[src/rtl/train_eta_predictor.sv]
`default_nettype none
// ============================================================================
// Module   : train_eta_predictor
// Brief    : Predicts ms until gate close from the S1->S2 transit time using
//            a bit-serial restoring divider. Define ETA_ROUND_EN for rounding.
// Revision : 1.0 - initial release
// ============================================================================
module train_eta_predictor #(
  parameter int TW      = 19,
  parameter int MW      = 17,
  parameter int DIST_S1 = 4167,
  parameter int DIST_S2 = 66667,
  parameter int OFFSET  = 30000
) (
  input  logic          clk,
  input  logic          rst,
  input  logic          in_valid,
  output logic          in_ready,
  input  logic [TW-1:0] time_in,
  output logic          out_valid,
  input  logic          out_ready,
  output logic [TW-1:0] time_out,
  output logic          early,
  output logic          sat,
  output logic          busy
);

  localparam int PW = TW + MW;
  localparam int RW = $clog2(DIST_S1 + 1) + 1;
  localparam int CW = $clog2(PW + 1);

  localparam logic [RW-1:0]        C_D1  = RW'(DIST_S1);
  localparam logic [MW-1:0]        C_D2  = MW'(DIST_S2);
  localparam logic signed [PW+1:0] C_OFF = (PW+2)'(OFFSET);
  localparam logic signed [PW+1:0] C_MAX = {{(PW+2-TW){1'b0}}, {TW{1'b1}}};
`ifdef ETA_ROUND_EN
  localparam logic [RW:0]          C_D1X = (RW+1)'(DIST_S1);
`endif

  typedef enum logic [1:0] {
    IDLE = 2'd0,
    DIV  = 2'd1,
    FIN  = 2'd2,
    DONE = 2'd3
  } state_t;

  state_t         state_q, state_d;
  logic [PW-1:0]  dvd_q, dvd_d;
  logic [RW-1:0]  rem_q, rem_d;
  logic [CW-1:0]  cnt_q, cnt_d;
  logic [TW-1:0]  time_out_q, time_out_d;
  logic           early_q, early_d;
  logic           sat_q, sat_d;

  logic [RW-1:0]        w_rem_sh;
  logic                 w_qbit;
  logic [PW:0]          w_q;
  logic signed [PW+1:0] w_diff;

  // The dividend register shifts left and collects quotient bits at its LSB,
  // so after PW steps it holds the quotient and rem_q holds the remainder.
  always_comb begin
    w_rem_sh = {rem_q[RW-2:0], dvd_q[PW-1]};
    w_qbit   = (w_rem_sh >= C_D1);
    w_q      = {1'b0, dvd_q};
`ifdef ETA_ROUND_EN
    if ({rem_q, 1'b0} >= C_D1X) begin
      w_q = w_q + (PW+1)'(1);
    end
`endif
    w_diff = $signed({1'b0, w_q}) - C_OFF;
  end

  always_comb begin
    state_d    = state_q;
    dvd_d      = dvd_q;
    rem_d      = rem_q;
    cnt_d      = cnt_q;
    time_out_d = time_out_q;
    early_d    = early_q;
    sat_d      = sat_q;
    case (state_q)
      IDLE: begin
        if (in_valid) begin
          dvd_d   = PW'(time_in) * PW'(C_D2);
          rem_d   = '0;
          cnt_d   = '0;
          state_d = DIV;
        end
      end
      DIV: begin
        // PW shift steps followed by one settle cycle before FIN.
        if (cnt_q == CW'(PW)) begin
          state_d = FIN;
        end else begin
          rem_d = w_qbit ? (w_rem_sh - C_D1) : w_rem_sh;
          dvd_d = {dvd_q[PW-2:0], w_qbit};
          cnt_d = cnt_q + CW'(1);
        end
      end
      FIN: begin
        early_d = 1'b0;
        sat_d   = 1'b0;
        if (w_diff[PW+1]) begin
          time_out_d = '0;
          early_d    = 1'b1;
        end else if (w_diff > C_MAX) begin
          time_out_d = '1;
          sat_d      = 1'b1;
        end else begin
          time_out_d = w_diff[TW-1:0];
        end
        state_d = DONE;
      end
      DONE: begin
        if (out_ready) begin
          state_d = IDLE;
        end
      end
      default: state_d = IDLE;
    endcase
  end

  always_ff @(posedge clk) begin
    if (rst) begin
      state_q    <= IDLE;
      dvd_q      <= '0;
      rem_q      <= '0;
      cnt_q      <= '0;
      time_out_q <= '0;
      early_q    <= 1'b0;
      sat_q      <= 1'b0;
    end else begin
      state_q    <= state_d;
      dvd_q      <= dvd_d;
      rem_q      <= rem_d;
      cnt_q      <= cnt_d;
      time_out_q <= time_out_d;
      early_q    <= early_d;
      sat_q      <= sat_d;
    end
  end

  assign in_ready  = (state_q == IDLE);
  assign out_valid = (state_q == DONE);
  assign busy      = (state_q != IDLE);
  assign time_out  = time_out_q;
  assign early     = early_q;
  assign sat       = sat_q;

endmodule
`default_nettype wire

[config.mk]
export PLATFORM = sky130hd
export DESIGN_NAME = train_eta_predictor
export DESIGN_NICKNAME = d
export VERILOG_FILES = /design/src/rtl/train_eta_predictor.sv
export SDC_FILE = /design/constraint.sdc
export NUM_CORES = 1
export LEC_CHECK = 0
export ABC_AREA = 1
export ABC_CLOCK_PERIOD_IN_PS = 12500
export CELL_PAD_IN_SITES_DETAIL_PLACEMENT = 1
export CELL_PAD_IN_SITES_GLOBAL_PLACEMENT = 2
export CORE_ASPECT_RATIO = 0.7
export CORE_MARGIN = 2
export CORE_UTILIZATION = 39
export DETAILED_ROUTE_END_ITERATION = 10
export HOLD_SLACK_MARGIN = 0.08
export PLACE_DENSITY_LB_ADDON = 0.1
export SLEW_MARGIN = 20
export SYNTH_ARGS = -nofsm -noshare
export SYNTH_HDL_FRONTEND = slang
export SYNTH_SLANG_ARGS = --single-unit
[constraint.sdc]
create_clock -name clk -period 12.5 [get_ports clk]
set_clock_uncertainty 0.1 [all_clocks]
set_input_delay 1.875 -clock clk [delete_from_list [all_inputs] [get_ports clk]]
set_output_delay 1.875 -clock clk [all_outputs]
set_load 0.01 [all_outputs]
# == After elaboration in Yosys (flattened, before gate mapping) ==
# Index checks and enable logic that the tools add are counted.
# Widths: inputs -> output; s select.
# classes
n_eq_ne,8
addsub,3
multipliers,1
muxes,19
n_lt_le_gt_ge,2
reduce_logical,5
# op_table
operator,n
$mux 36,2
$pmux 36 s2,1
$mux 13,3
$mux 19,2
$gt 37x20->1 const B,1
$sub 36x15->37 const B,1
$mul 19x17->36 const B,1
$pmux 13 s2,1
$ge 14x13->1 const B,1
$sub 13x13->13 const B,1
$mux 6,2
$pmux 6 s2,1
$pmux 2 s4,1
$add 6x1->6 const B,1
$eq 6x6->1 const B,1
$mux 2,3
$ne 2x2->1 const B,3
$reduce_and 3->1,2
$eq 2x2->1 const B,2
$reduce_bool 2->1,2
$mux 1,3
$eq 2x1->1 const B,1
$logic_not 2->1,1
$ne 2x1->1 const B,1
# totals
in_bits,23
reg_bits,78
word_cells,45
out_inout_bits,24

# == Longest topological paths before layout ==
# depth
ltp_word,4
mapped_depth,25
depth_no_buf,25

# == Worst setup path before layout ==
# No wires, ideal clock.
# synth_timing
path_type,input-to-reg
startpoint,input time_in[14]
endpoint,register dvd_q[31]
arrival_time_ns,6.120
cell_stages,20
setup_time_ns,0.132
setup_slack_ns,6.148
required_time_ns,12.268
path_buffers,0
cell_sequence,ha_1 > inv_1 > fa_1 > inv_1 > ha_1 > fa_1 > inv_1 > fa_1 > fa_1 > inv_1 > ha_1 > a21o_1 > inv_1 > nor2_1 > nor2_1 > o21ai_0 > a221oi_1 > a21oi_1 > o21ai_0 > a21oi_1
# synth_via
elab_chain_cells,3
# synth_lines
item,line,rtl
from (decl),19,"input logic [TW-1:0] time_in,"
$mul 19x17->36,85,dvd_d = PW'(time_in) * PW'(C_D2);
$mux 36,84,if (in_valid) begin
$pmux 36 s2,82,case (state_q)
to (signal assigned),135,dvd_q <= dvd_d;
to (decl),48,"logic [PW-1:0] dvd_q, dvd_d;"
# Every way passes these cells. The select of a mux whose other input is x is not followed.
# A chain may end at the register's enable or synchronous reset.

# == Final worst setup path ==
# Same ends and word-level chain as after synthesis.

==> results by group <==
Outcome
  – Status: completed

Finish
  – P&R area growth vs syn: 11.2%
  – Final net count: 1,641
  – Layout cells sized above 1: 0.0425
  – Most common cell after layout, fill and taps aside: nand2_1
  – Most frequent cells in the layout: nand2_1 (293), inv_1 (248), ha_1 (152)
  – Post-layout util: 0.447
  – FILL cells: 3,128
  – Antenna diodes: 0

Synthesis
  – Synthesized area per cell: 6.99 µm²
  – FF+latch count, synth: 78
  – Netlist Area Pre-Place: 9600 µm²
  – Synth area leaders: ha_1 (20%), dfxtp_1 (16%), fa_1 (12%)
  – Post-synthesis sequential area ratio: 0.163
  – Syn nets: 1,607
  – Cell count after synthesis: 1,374
  – Yosys warning count: 0
  – Yosys top cell area share: 0.198
  – Asr flop ratio synth: 0
  – Synth Flop Type: dfxtp_1
  – Area leader, netlist: ha_1
  – Synth cell types: 42
  – Number of synthesized flops with an enable pin: 0

Routing
  – DRC: 0
  – Initial DRT Pass Iterations: 6
  – Wire per inst: 17.2 µm
  – Vias/cell: 5.19
  – Final ANT Viol Nets: 0
  – Via count: 8,985
  – Post-Route WL: 29.8 mm
  – Initial DRC count: 490

CTS
  – Total CTS buffers: 9
  – Post-cts resize count: 0
  – CTS tree: yes
  – Worst skew pair latency: 0.35 ns
  – CTS sink count: 78
  – Setup Buffers After CTS: 0
  – Hold buffers post-CTS: 0
  – Clock Root Buffer: clkbuf_16
  – Max Root-Sink Buffers: 2
  – H-tree Lvls: 3
  – Worst-path clk slew: 0.06 ns

Power
  – PD cells: 260 nW/µm²
  – Clock share of power: 0.097
  – Max VDD drop: 0.116 mV
  – Leakage: 5.28 nW
  – Register share of total power: 0.147
  – Sw frac: 0.559
  – Internal: 0.00122 W
  – Combinational power share: 0.756
  – Switch Pwr: 0.00155 W

Floorplan
  – Initial Utilization: 0.402
  – Die Area: 25,900 µm²
  – IO Pins: 47
  – CORE AREA: 23,900 µm²
  – Die height: 135 µm
  – Die width: 192 µm
  – FP Rows: 47

STA
  – Final setup viols: 0
  – Slew headroom: 0.473
  – RSZ-0062 raised after global routing: no
  – Worst hold slack: 0.363 ns
  – Final min period: 7.34 ns
  – Fin crit share: 0.587
  – Max Fclk: 136 MHz
  – Setup TNS: 0 ns
  – Hold Fails Final Rpt: 0
  – Actual slew at the worst max-slew pin: 0.791 ns
  – Max Slew Vio Count: 0

Setup path
  – CP max FO: 5
  – Critical path type: in2reg
  – Critical Path Source: time_in[14]
  – Crit Reg-Reg Endpoint: cnt_q[4]$_SDFFE_PP0P_
  – Critical path arrival: 7.43 ns
  – CP max stage cell: clkdlybuf4s50_1
  – WP buf/inv: 6
  – Endpoint class of the critical path: register
  – R2r worst-path depth: 11
  – Critical path depth in cells: 21
  – FF-to-FF Start: state_q[1]$_SDFFE_PP0P_
  – Worst setup SP type: input pin
  – Crit path capture: dvd_q[31]$_SDFFE_PP0P_
  – Setup slack, reg-to-reg: 9.44 ns
  – Cells along the critical path: clkdlybuf4s50_1, ha_1, inv_1, fa_1, inv_1, ha_1, fa_1, inv_1, fa_1, fa_1, inv_1, ha_1, a21o_1, inv_1, nor2_1, nor2_1, o21ai_0, a221oi_1, a21oi_1, o21ai_0, a21oi_1
  – Max incr delay on CP: 0.61 ns
  – WP data required: 12.59 ns
  – Top cell family by delay on the critical path: adder cells
  – CP dominant cell by count: inv_1

Job
  – Max Cap Viol: 0

GRT
  – First-pass GRT wire length: 49.1 mm
  – Grt total ovfl: 0
  – Initial antenna violation count: 0
  – GR Util All Layers: 0.241
  – Largest net degree at the start of global routing: 69
  – Vias in the first global route: 9,071

Hold path
  – Hold Path Depth: 2
  – Hold crit path type: reg2reg

Placed design
  – Detailed placement HPWL: 25.0 mm
  – Placer Congestion: 0.867
  – IO buf count: 46
final cells by class:
class / count / area [µm²] / area share
timing repair buffer: 50 / 485 / 0.0455
clock inverter: 3 / 42.5 / 0.00398
sequential: 78 / 1560 / 0.146
multi-input combinational: 1010 / 6960 / 0.652
tap: 318 / 398 / 0.0373
inverter: 259 / 972 / 0.0910
clock buffer: 13 / 260 / 0.0244
cells by family after synthesis:
kind of cell / count (synthesis) / share of synthesized area
xor+xnor: 28 / 0.0255
fa+ha+maj: 210 / 0.319
flops: 78 / 0.163
simple gates: 542 / 0.242
compound gates: 230 / 0.137
buf+inv: 286 / 0.114
registers in the layout (all words and copies together) (netlist names):
register	cells
cnt_q	6
dvd_q	36
early	1
rem_q	13
sat	1
state_q	2
time_out	19
power groups by stage:
stage	clock network, W	logic [W]	registers, W
6_report	0.000269	0.00210	0.000407
5_1_grt	0.000287	0.00241	0.000418
4_1_cts	0.000280	0.00210	0.000407
3_5_place_dp	0	0.00209	0.000411
3_3_place_gp	0	0.00207	0.000411
2_1_floorplan	0	0.00149	0.000394
worst register-to-register path, cell delays in order (launching register included):
cell,delay (ns)
dfxtp_1,0.34
inv_1,0.09
ha_1,0.49
nand2_1,0.17
nor2_2,0.39
buf_4,0.37
nor2_4,0.07
buf_4,0.30
nor3_1,0.31
nand2_1,0.11
a21oi_1,0.14
o21a_1,0.12
synthesized netlist by cell type (14+ instances only):
library cell	n
nor2_1	106
nor3_1	21
a21oi_1	98
fa_1	58
ha_1	152
nand3_1	70
o21ai_0	47
a21o_1	14
nand4_1	17
nand2_1	293
dfxtp_1	78
inv_1	248
clkbuf_1	20
a31oi_1	32
xor2_1	23
worst min-delay path by stage:
stage / start / endpoint / slack, ns
5_1_grt: time_out[10]$_SDFFE_PP0P_ / time_out[10]$_SDFFE_PP0P_ / 0.39
4_1_cts: time_out[9]$_SDFFE_PP0P_ / time_out[9]$_SDFFE_PP0P_ / 0.37
3_3_place_gp: dvd_q[31]$_SDFFE_PP0P_ / dvd_q[31]$_SDFFE_PP0P_ / 0.36
2_1_floorplan: dvd_q[31]$_SDFFE_PP0P_ / dvd_q[31]$_SDFFE_PP0P_ / 0.35
6_report: time_out[9]$_SDFFE_PP0P_ / time_out[9]$_SDFFE_PP0P_ / 0.36
3_5_place_dp: time_out[10]$_SDFFE_PP0P_ / time_out[10]$_SDFFE_PP0P_ / 0.36
metal layers:
layer,GRT usage,up-vias,part of all wire
li1,-,4518,-
met1,0.387,4323,0.56
met2,0.340,129,0.39
met3,0.0389,15,0.042
met4,0.0303,0,0.0059
met5,0,-,0
through the flow:
| step | cell area (µm²) | total power [W] | setup slack [ns] | std cells |
|---|---|---|---|---|
| final | 10700 | 0.00277 | 5.16 | 1731 |
| after CTS | 10700 | 0.00279 | 5.20 | 1731 |
| after floorplan | 9600 | 0.00189 | 6.15 | 1374 |
| after global routing | 10700 | 0.00311 | 4.85 | 1731 |
| after detailed placement | 10400 | 0.00250 | 4.85 | 1715 |
| after global placement | 10400 | 0.00248 | 4.91 | 1715 |
Power figures use the tool's default switching activity.
